## config.mk

```make
export PLATFORM = sky130hd
export DESIGN_NAME = lut_access_arbiter
export DESIGN_NICKNAME = d
export VERILOG_FILES = /design/src/rtl/lut_access_arbiter.sv
export SDC_FILE = /design/constraint.sdc
export NUM_CORES = 1
export LEC_CHECK = 0
export CAP_MARGIN = 10
export CORE_MARGIN = 2
export CORE_UTILIZATION = 42
export DETAILED_ROUTE_END_ITERATION = 6
export GPL_TIMING_DRIVEN = 0
export PLACE_DENSITY = 0.76
export SLEW_MARGIN = 30
export SYNTH_ARGS = -nofsm -noshare
export SYNTH_HDL_FRONTEND = slang
export SYNTH_SLANG_ARGS = --single-unit
```

## constraint.sdc

```tcl
create_clock -name clk -period 1.7 [get_ports clk]
set_clock_uncertainty 0.05 [all_clocks]
set_input_delay 0.255 -clock clk [delete_from_list [all_inputs] [get_ports clk]]
set_output_delay 0.255 -clock clk [all_outputs]
set_load 0.01 [all_outputs]
```

## src/rtl/lut_access_arbiter.sv

```systemverilog
// Two-requester arbiter in front of one combinational lookup memory.
// It grants one request per cycle, alternates grants under contention, and returns each looked-up word one cycle later.
module lut_access_arbiter #(
   parameter int IN  = 9,
   parameter int OUT = 19
) (
   input  logic           clk,
   input  logic           rst,
   input  logic           req0_valid,
   input  logic [IN-1:0]  req0_index,
   output logic           req0_ready,
   output logic           rsp0_valid,
   output logic [OUT-1:0] rsp0_data,
   input  logic           req1_valid,
   input  logic [IN-1:0]  req1_index,
   output logic           req1_ready,
   output logic           rsp1_valid,
   output logic [OUT-1:0] rsp1_data,
   output logic [IN-1:0]  mem_index,
   input  logic [OUT-1:0] mem_out
);

   logic          prio;
   logic          gnt0;
   logic          gnt1;
   logic          rsp0_valid_q;
   logic          rsp1_valid_q;
   logic [IN-1:0] index_q;
   logic [15:0]   grant_cnt;

   // NOTE: every signal driven here gets a default first, so no path can infer a latch.
   always_comb begin
      gnt0 = 1'b0;
      gnt1 = 1'b0;
      if (!rst) begin
         if (req0_valid && req1_valid) begin
            gnt0 = ~prio;
            gnt1 = prio;
         end else begin
            gnt0 = req0_valid;
            gnt1 = req1_valid;
         end
      end
   end

   assign req0_ready = gnt0;
   assign req1_ready = gnt1;

   // With no grant this cycle, the memory keeps seeing the last index it was given.
   assign mem_index = gnt1 ? req1_index : (gnt0 ? req0_index : index_q);

   // A reset in the cycle after a grant cancels the response that was pending.
   assign rsp0_valid = rsp0_valid_q & ~rst;
   assign rsp1_valid = rsp1_valid_q & ~rst;

   // NOTE: state registers use non-blocking assignments, so all of them update from the values of the same clock edge.
   always_ff @(posedge clk) begin
      if (rst) begin
         prio         <= 1'b0;
         rsp0_valid_q <= 1'b0;
         rsp1_valid_q <= 1'b0;
         rsp0_data    <= '0;
         rsp1_data    <= '0;
         index_q      <= '0;
         grant_cnt    <= '0;
      end else begin
         rsp0_valid_q <= gnt0;
         rsp1_valid_q <= gnt1;
         if (gnt0) rsp0_data <= mem_out;
         if (gnt1) rsp1_data <= mem_out;
         if (gnt0 || gnt1) begin
            index_q   <= mem_index;
            grant_cnt <= grant_cnt + 16'd1;
         end
         // Under contention, priority moves to the requester that lost this round.
         if (req0_valid && req1_valid) prio <= gnt0;
      end
   end

endmodule

```

* After elaboration in Yosys (flattened, before gate mapping) *
Index checks and enable logic that the tools add are counted.
Widths: inputs -> output; s select.

word-level totals
  flip-flop bits (word level) = 50
  output and inout bits = 51

operators by class
  multiplexer cells = 6
  bitwise logic cells = 4
  reduce and logical (&&, ||, !) cells = 2

operators by type and width
  cell               number
  $mux 9             2
  $mux 1             4
  $and 1x1->1        2
  $not 1->1          2
  $logic_and 1x1->1  1
  $logic_or 1x1->1   1

* Logic depth before layout (Yosys ltp) *
  depth in word-level cells = 5
  mapped depth = 5
  depth with buffers taken out = 3

* Worst setup path after synthesis *
OpenSTA, ideal clock, no wires.

  path kind = in2out
  start point = input port rst
  end point = output port mem_index[3]
  arrival time = 1.157 ns
  buffers on the path = 2
  cell stages on the path = 4
  setup slack = 0.238 ns
  cell sequence = buf_2 > buf_1 > nor4b_1 > a221o_1

between the ends
  longest elaborated chain between the ends = 3

RTL lines
  what             RTL line  text
  start, declared  8         input logic rst,
  $mux 1           35        if (!rst) begin
  $mux 9           50        assign mem_index = gnt1 ? req1_index : (gnt0 ? req0_index : index_q);
  $mux 9 *         50
  end, declared    19        output logic [IN-1:0] mem_index,

Mark *: on every way between the ends. The rest lies on a longest branch, timed or not.

* Worst setup path in the final report *
  start point = register prio
  end point = output port mem_index[0]

between the ends
  longest elaborated chain between the ends = 5

RTL lines
  what                    RTL line  text
  start, declared         23        logic prio;
  start signal, assigned  76        if (req0_valid && req1_valid) prio <= gnt0;
  $not 1->1               37        gnt0 = ~prio;
  $mux 1                  36        if (req0_valid && req1_valid) begin
  $mux 1                  35
  $mux 9                  50
  $mux 9 *                50

Marks and branches as above.

==> summary.md <==
| Metric | Value |
|---|---|
| Number of global-route vias before repair | `2,196` |
| Core Region | `0.005075 mm²` |
| Required time at the endpoint of the critical path | `1.39 ns` |
| Hold crit path type | `in -> reg` |
| Final routed wire length divided by cell count | `16.74 µm` |
| Post-Route Utilization | `0.7029` |
| Commonest cells after routing, fill and taps aside | `77 x sky130_fd_sc_hd__clkdlybuf4s50_1, 49 x sky130_fd_sc_hd__dfxtp_1, 21 x sky130_fd_sc_hd__buf_2, 21 x sky130_fd_sc_hd__nor2b_1` |
| Final setup viols | `10` |
| # H-tree levels | `2` |
| Critical Path AT | `1.54 ns` |
| Number of cells in the design after placement | `379` |
| Post-route insts no fill | `401` |
| Synth Warn # | `0` |
| Final worst-path cycle share | `1.087` |
| Number of max-capacitance violations reported | `0` |
| Critical-path cell with the highest stage delay | `sky130_fd_sc_hd__dfxtp_4` |
| Final hold violations | `0` |
| Antenna violation net count after detailed routing | `0` |
| Post-Route Setup TNS | `-1.199 ns` |
| Io pins | `92` |
| Total Nets Final | `372` |
| Highest clock frequency the design can meet | `0.5413 GHz` |
| Chip width | `76.29 µm` |
| CTS tree | `done` |
| Crit start category | `flip-flop` |
| Peak fanout along the critical path | `6` |
| Total clock buffers created by CTS | `5` |
| Post-synth net total | `261` |
| Mapped Avg Cell Area | `9.975 µm²` |
| Relative max-transition margin | `0.6527` |
| Number of antenna diodes | `0` |
| Total overflow reported by the global router | `0` |
| Ys async rst share | `0` |
| Number of cell rows | `26` |
| Port Buffer Count | `89` |
| Endpoint kind of the worst setup timing path | `output port` |
| Average via count per standard cell | `5.456` |
| Actual slew at the worst max-slew pin | `0.5210 ns` |
| Number of buffers between clock root and the deepest sink | `2` |
| Global-route wire length before repair | `11,060 µm` |
| Worst hold slack | `0.3401 ns` |
| Most common cell after layout, fill and taps aside | `sky130_fd_sc_hd__clkdlybuf4s50_1` |
| Full die area | `0.005819 mm²` |
| Setup slack of the critical path after layout | `-0.1473 ns` |
| Slowest stage delay, CP | `0.38 ns` |
| Final estimated routing congestion in global placement | `0.7848` |
| Status | `finished with violations` |
| RSZ-0062 raised after global routing | `true` |
| Final Critical Period | `1.847 ns` |
| Maximum vdd drop | `0.5273 mV` |
| Clock tree root buffer cell | `sky130_fd_sc_hd__clkbuf_8` |
| Post-synthesis cell type count | `23` |
| Number of clock sinks seen by CTS | `50` |
| Count of flip-flops with a built-in enable after synthesis | `0` |
| Aggregate global-route resource usage | `0.2336` |
| Prevailing post-synth register cell | `sky130_fd_sc_hd__dfxtp_1` |
| Final wirelength | `6711 µm` |
| Layout Area Growth over Synthesis | `62.54%` |
| Worst-path cell chain | `nor2b_4 > buf_6 > buf_4 > nor4b_4 > a221o_1 > buf_2` |
| Drc violations | `0` |
| Detailed router's first-iteration violation count | `155` |
| Maximum number of pins on one net before global-route repair | `15` |
| Clock-pin transition on the worst setup and hold timing paths | `0.09 ns` |
| CTS Hold Bufs | `0` |
| Worst skew pair latency | `0.30 ns` |
| Antenna violations before repair | `0` |
| Y dimension of the die | `76.29 µm` |
| Starting density of the core | `0.4324` |
| Violated checks | `negative setup slack` |
| Crit Path Category | `reg -> out` |
| Total power of the final layout | `0.002865 W` |
| Leakage power of the design | `1.410 nW` |
| Flip-flop and latch count after synthesis | `50` |
| Fraction of layout instances using a drive strength above 1 | `0.2054` |
| Count of mapped cells out of synthesis | `220` |
| Sequential share of the synthesized area | `0.4561` |
| HPWL after detailed placement | `4313 µm` |
| Total vias in the final route | `2,188` |
| Total iterations of the first detailed-routing run | `4` |
| Cell Area, Synth | `0.002195 mm²` |
| Power Density | `803.1 mW/mm²` |
| Count of pins over their slew limit | `0` |
==> final timing paths <==
| path | startpoint | to | slack, ns | cells past startpoint |
|---|---|---|---|---|
| max | prio | mem_index[0] | -0.15 | 6 |
| min | rst | rsp0_data[7] | 0.34 | 3 |
| max reg2reg | prio | rsp0_data[5] | 0.18 | 5 |
| min reg2reg | rsp1_data[11] | rsp1_data[11] | 0.43 | 2 |
==> kinds of logic (layout without fill, tap and decap cells) <==
family                    Yosys count  count (layout)  share of synthesized area
AOI/OAI and AO/OA                  78              78                     0.2412
DFF                                50              50                     0.4561
and+or+nand+nor                    44              44                     0.1425
buffers and inverters              28             139                    0.05873
muxes                              19              19                    0.09749
xor gates and xnor gates            1               1                   0.003992
==> through the flow <==
stage | setup WS [ns] | cell area, µm²
after CTS | -0.1092 | 3545
after global placement | -0.7913 | 3173
final | -0.1473 | 3567
after detailed placement | -0.8102 | 3173
after floorplan | 0.2377 | 2195
after global routing | -0.1996 | 3567
==> layer usage <==
metal | GRT usage | vias to the layer above | share of wire | routed length [µm]
met5 | 0 | - | 0 | 0
met4 | 0.07636 | 0 | 0.0080 | 54
met3 | 0.06991 | 4 | 0.076 | 510
met2 | 0.4009 | 86 | 0.50 | 3362
met1 | 0.2789 | 1054 | 0.41 | 2783
li1 | - | 1044 | - | -
==> cells in the mapped netlist, types with 2 or more instances <==
| master | n | area [µm²] |
|---|---|---|
| sky130_fd_sc_hd__a211o_1 | 9 | 78.83 |
| sky130_fd_sc_hd__a21oi_1 | 19 | 95.09 |
| sky130_fd_sc_hd__a221o_1 | 9 | 90.09 |
| sky130_fd_sc_hd__buf_1 | 3 | 11.26 |
| sky130_fd_sc_hd__buf_2 | 10 | 50.05 |
| sky130_fd_sc_hd__clkbuf_1 | 11 | 41.29 |
| sky130_fd_sc_hd__dfxtp_1 | 50 | 1001 |
| sky130_fd_sc_hd__inv_2 | 2 | 7.510 |
| sky130_fd_sc_hd__mux2_1 | 15 | 168.9 |
| sky130_fd_sc_hd__mux2_2 | 4 | 45.04 |
| sky130_fd_sc_hd__nor2b_1 | 22 | 137.6 |
| sky130_fd_sc_hd__nor3_1 | 2 | 10.01 |
| sky130_fd_sc_hd__nor4b_1 | 18 | 157.7 |
| sky130_fd_sc_hd__o211ai_1 | 19 | 142.6 |
| sky130_fd_sc_hd__o21ai_1 | 19 | 95.09 |
==> critical path, delay by kind of cell (launching register included) <==
| family | cells | cell delay, ns |
|---|---|---|
| AOI/OAI and AO/OA | 1 | 0.27 |
| buffers and inverters | 3 | 0.42 |
| DFF | 1 | 0.38 |
| and+or+nand+nor | 2 | 0.17 |
==> state kept, by name, summed over array words and instances (netlist names) <==
name,flops
rsp0_data,19
rsp1_data,19
index_q,9
rsp0_valid_q,1
prio,1
rsp1_valid_q,1
==> final cells by class <==
class / count / area (µm²)
Inverter: 2 / 7.507
Sequential cell: 50 / 1005
Buffer: 26 / 151.4
Multi-Input combinational cell: 142 / 1224
Clock inverter: 1 / 30.03
Fill cell: 420 / 1508
Timing Repair Buffer: 104 / 979.7
Clock buffer: 6 / 82.58
Tap cell: 70 / 87.58
==> power breakdown <==
group          internal, W  switching (W)  total [W]
logic             0.000394       0.000315   0.000709
registers          0.00126      0.0000415    0.00130
clock network     0.000471       0.000387   0.000859
==> what timing repair did <==
action	4_1_cts	5_1_grt
pin swaps	11	2
gates resized for setup	81	2
setup buffers	12	2
endpoints found under the setup margin	11	10
endpoints found under the hold margin	0	0
gates cloned	1	0
(Power assumes the default switching activity.)
